File: src/rtl/seq_ram_arbiter.sv
// Read-port arbiter for one sequence RAM, shared by the matrix-fill reader and the traceback engine.
// Define SEQ_ARB_RR_EN for round-robin arbitration; otherwise traceback has fixed priority over fill.
module seq_ram_arbiter #(
  parameter int N   = 128,
  parameter int Bit = $clog2(N)
) (
  input  logic           clk,
  input  logic           rst,
  input  logic           req_fill,
  input  logic [Bit-1:0] addr_fill,
  input  logic           req_trace,
  input  logic [Bit-1:0] addr_trace,
  output logic           gnt_fill,
  output logic           gnt_trace,
  output logic           valid_fill,
  output logic           valid_trace,
  output logic [2:0]     data_fill,
  output logic [2:0]     data_trace,
  output logic           ram_en,
  output logic [Bit-1:0] ram_addr,
  input  logic [2:0]     ram_dout,
  input  logic           clr_err,
  output logic           oob_err,
  output logic           busy
);

  localparam logic [Bit:0] NLim = (Bit+1)'(N);

  logic           gnt_fill_c, gnt_trace_c, granted;
  logic [Bit-1:0] sel_addr;
  logic           sel_oob;

  logic       s1_valid_q, s1_valid_d;
  logic       s1_id_q, s1_id_d;
  logic       s1_oob_q, s1_oob_d;
  logic       valid_fill_q, valid_fill_d;
  logic       valid_trace_q, valid_trace_d;
  logic [2:0] data_fill_q, data_fill_d;
  logic [2:0] data_trace_q, data_trace_d;
  logic       oob_err_q, oob_err_d;

`ifdef SEQ_ARB_RR_EN
  logic last_trace_q, last_trace_d;
`endif

  // Grants are gated by reset so nothing reaches the RAM while the pipeline is held clear.
  always_comb begin
    gnt_fill_c  = 1'b0;
    gnt_trace_c = 1'b0;
    if (rst) begin
`ifdef SEQ_ARB_RR_EN
      if (req_fill && req_trace) begin
        if (last_trace_q) gnt_fill_c  = 1'b1;
        else              gnt_trace_c = 1'b1;
      end else begin
        gnt_fill_c  = req_fill;
        gnt_trace_c = req_trace;
      end
`else
      gnt_trace_c = req_trace;
      gnt_fill_c  = req_fill & ~req_trace;
`endif
    end
    granted  = gnt_fill_c | gnt_trace_c;
    sel_addr = gnt_trace_c ? addr_trace : addr_fill;
    sel_oob  = granted && ({1'b0, sel_addr} >= NLim);
    ram_en   = granted & ~sel_oob;
    ram_addr = ram_en ? sel_addr : '0;
  end

  always_comb begin
    s1_valid_d    = granted;
    s1_id_d       = gnt_trace_c;
    s1_oob_d      = sel_oob;
    valid_fill_d  = s1_valid_q & ~s1_id_q;
    valid_trace_d = s1_valid_q & s1_id_q;
    data_fill_d   = data_fill_q;
    data_trace_d  = data_trace_q;
    // Out-of-range reads never enabled the RAM, so return zero instead of stale dout.
    if (valid_fill_d)  data_fill_d  = s1_oob_q ? 3'b000 : ram_dout;
    if (valid_trace_d) data_trace_d = s1_oob_q ? 3'b000 : ram_dout;
    oob_err_d = oob_err_q;
    if (clr_err) oob_err_d = 1'b0;
    if (sel_oob) oob_err_d = 1'b1;
`ifdef SEQ_ARB_RR_EN
    last_trace_d = last_trace_q;
    if (granted) last_trace_d = gnt_trace_c;
`endif
  end

  always_ff @(posedge clk or negedge rst) begin
    if (!rst) begin
      s1_valid_q    <= 1'b0;
      s1_id_q       <= 1'b0;
      s1_oob_q      <= 1'b0;
      valid_fill_q  <= 1'b0;
      valid_trace_q <= 1'b0;
      data_fill_q   <= 3'b000;
      data_trace_q  <= 3'b000;
      oob_err_q     <= 1'b0;
`ifdef SEQ_ARB_RR_EN
      last_trace_q  <= 1'b0;
`endif
    end else begin
      s1_valid_q    <= s1_valid_d;
      s1_id_q       <= s1_id_d;
      s1_oob_q      <= s1_oob_d;
      valid_fill_q  <= valid_fill_d;
      valid_trace_q <= valid_trace_d;
      data_fill_q   <= data_fill_d;
      data_trace_q  <= data_trace_d;
      oob_err_q     <= oob_err_d;
`ifdef SEQ_ARB_RR_EN
      last_trace_q  <= last_trace_d;
`endif
    end
  end

  assign gnt_fill    = gnt_fill_c;
  assign gnt_trace   = gnt_trace_c;
  assign valid_fill  = valid_fill_q;
  assign valid_trace = valid_trace_q;
  assign data_fill   = data_fill_q;
  assign data_trace  = data_trace_q;
  assign oob_err     = oob_err_q;
  assign busy        = s1_valid_q | valid_fill_q | valid_trace_q;

endmodule

File: config.mk
export PLATFORM = sky130hd
export DESIGN_NAME = seq_ram_arbiter
export DESIGN_NICKNAME = d
export VERILOG_FILES = /design/src/rtl/seq_ram_arbiter.sv
export SDC_FILE = /design/constraint.sdc
export NUM_CORES = 1
export LEC_CHECK = 0
export BUFFER_PORTS_ARGS = -buffer_cell sky130_fd_sc_hd__buf_2
export CAP_MARGIN = 20
export CELL_PAD_IN_SITES_DETAIL_PLACEMENT = 0
export CELL_PAD_IN_SITES_GLOBAL_PLACEMENT = 1
export CORE_MARGIN = 2
export CORE_UTILIZATION = 25
export DETAILED_ROUTE_END_ITERATION = 8
export PLACE_DENSITY_LB_ADDON = 0.25
export SLEW_MARGIN = 15
export SYNTH_ARGS = -nofsm -noshare
export SYNTH_HDL_FRONTEND = slang
export SYNTH_SLANG_ARGS = --single-unit
File: constraint.sdc
create_clock -name clk -period 1.56 [get_ports clk]
set_clock_uncertainty 0.1 [all_clocks]
set_input_delay 0.156 -clock clk [delete_from_list [all_inputs] [get_ports clk]]
set_output_delay 0.156 -clock clk [all_outputs]
set_load 0.05 [all_outputs]
==> metrics.txt <==
total chip power 873 uW; Worst Path Class, Setup reg -> out; GPL Wtd Cong 0.714; Die Area 2280 um2; Hold Path Depth 2; max-cap violations 0; die width 47.8 um; syn nets 58; HP Class in -> reg; initial antenna violation count 0; Core Box Area 1760 um2; Worst-Skew Late Latency 0.26 ns; postcts setup bufs 0; Reg clk slew, reported paths 0.06 ns; n_diodes 0; PwrDens 1180 nW/um2; Worst setup SP type flop; # port buffers 39; Critical-path top delay cell dfrtp_1; # setup viols final 0; H-tree Lvls 1; Syn. warnings 0; Pre-Repair DR Iteration Count 3; Max Transition Viols Final 0; register area share after synthesis 52.2%; Netlist cell types 15; root buffer cell clkbuf_4; CTS buffer count 3; DRC 0; WL met2 468 um; DR top layer met4; Fmax 678 MHz; fin util 42.1%; Max VDD drop 828 uV; GRT overflow 0; clock tree sinks 10; setup total negative slack 0 ns; synthesized area per cell 13.3 um2; critical path arrival 1.22 ns; mean routed wirelength per cell 10.6 um; routed via count 447; Antenna Nets Post-Route 0; IO Count 42; nets 102; Post-Syn Area 479 um2; initial core utilization 27.2%; worst reg2reg setup slack 0.40 ns; Period Utilization, post-route 94.5%; 1st-iter DRT viols 6; Period minus WS final 1.47 ns; Post-CTS Resized 0; Site Rows 15; routed length on met3 116 um; clk buf depth 2; CP max FO 3; status finished clean; area of the multi-input gates 190 um2; area grow syn2layout 54.8%; Worst R2R End data_fill[2]$_DFFE_PN0P_; Critical Path RT 1.30 ns; crit-path cells or3_1 > buf_2; final wirelength 1110 um; dpl hpwl 903 um; vias in the first global route 381; Worst path max stage delay 0.39 ns; Die H 47.8 um; reg2reg path depth 2; CTS tree done; register bit total from synthesis 10; CP endpoint kind output pin; RSZ-0062 raised after global routing false; Leakage 0.398 nW; synthesized netlist cell count 36; Final Hold Fails 0; Sequential Area 250 um2; hold path startpoint ram_dout[0]; first-pass GRT wire length 1700 um; gr usage total 11.2%; met1 wire length 509 um; Via density 4.30; Worst Hold Path EP data_trace[0]$_DFFE_PN0P_; layout cells sized above 1 68.4%; # fillers 197; start of the worst register-to-register path s1_valid_q$_DFF_PN0_; pin count of the biggest net entering global routing 10
registers in the layout, summed over array words and instances (netlist names):
name / count
data_trace: 3
valid_fill: 1
valid_trace: 1
data_fill: 3
s1_valid_q: 1
s1_id_q: 1
kinds of logic after synthesis:
kind of cell | synth area share, %
DFF | 52.2
AOI/OAI and AO/OA | 16.2
muxes | 14.1
and+or+nand+nor | 8.62
buffers and inverters | 8.09
other | 0.783
layer usage:
layer,track usage [%],vias up
met5,0,-
met4,2.70,0
met3,7.92,2
met2,14.4,25
met1,15.1,202
li1,-,218
report_power, final:
part	switching (mW)	internal, mW	total, mW
logic	0.240	0.0959	0.336
clock network	0.0868	0.142	0.228
registers	0.0144	0.294	0.309
total	0.341	0.532	0.873
placed cells by master, fill, tap and decap left out:
cell type,netlist,final
o21a_1,1,1
conb_1,1,1
dlygate4sd3_1,0,2
clkbuf_8,0,1
buf_2,0,39
and2_2,1,1
inv_1,1,1
dfrtp_1,10,10
mux2_2,6,6
nor2b_2,1,1
nor2b_1,1,1
clkbuf_4,0,3
or3_1,1,1
and2_4,1,1
buf_4,1,2
nand2_1,1,1
a32o_1,7,7
stage by stage:
step | worst slack [ns] | area, um2 | cells | hold slack (ns)
after floorplan | 0.132 | 479 | 36 | -0.240
after global placement | 0.258 | 686 | 98 | -0.0761
after detailed placement | 0.271 | 686 | 98 | -0.0806
after CTS | 0.0766 | 742 | 104 | 0.0336
after global routing | 0.0252 | 742 | 104 | 0.0307
final | 0.0860 | 742 | 104 | 0.0340
cell type report:
| cell class | count | share of cell area, % |
|---|---|---|
| tap | 25 | 4.22 |
| inverter | 1 | 0.506 |
| clock buffer | 4 | 4.89 |
| multi-input combinational | 21 | 25.6 |
| timing repair buffer | 43 | 31.0 |
| sequential | 10 | 33.7 |
worst max-delay path by stage:
stage,start,endpoint,slack [ns],depth (start not counted)
finish,s1_valid_q$_DFF_PN0_,busy,0.09,2
global route,s1_valid_q$_DFF_PN0_,busy,0.03,2
CTS,s1_valid_q$_DFF_PN0_,busy,0.08,2
global placement,rst,ram_addr[2],0.26,4
detailed placement,rst,ram_addr[2],0.27,4
floorplan,valid_fill$_DFF_PN0_,busy,0.13,1
worst max-delay path, delay by kind of cell, from the launching register on:
kind	cells	cell delay, ns
buffers and inverters	1	0.21
AND/OR/NAND/NOR	1	0.36
flip-flops	1	0.39
repair_timing:
| item | in CTS | in global routing |
|---|---|---|
| hold buffers | 2 | 0 |
| endpoints found under the setup margin | 0 | 0 |
| endpoints found under the hold margin | 10 | 0 |
synthesized netlist by cell type:
cell      count  area [um2]
or3_1         1        6.26
mux2_2        6        67.6
nand2_1       1        3.75
and2_2        1        7.51
and2_4        1        8.76
nor2b_1       1        6.26
buf_4         1        7.51
conb_1        1        3.75
dfrtp_1      10         250
clkbuf_2      1        5.00
a32o_1        7        70.1
inv_1         1        3.75
nor2b_2       1        8.76
buf_6         2        22.5
o21a_1        1        7.51
(Power assumes the default switching activity.)
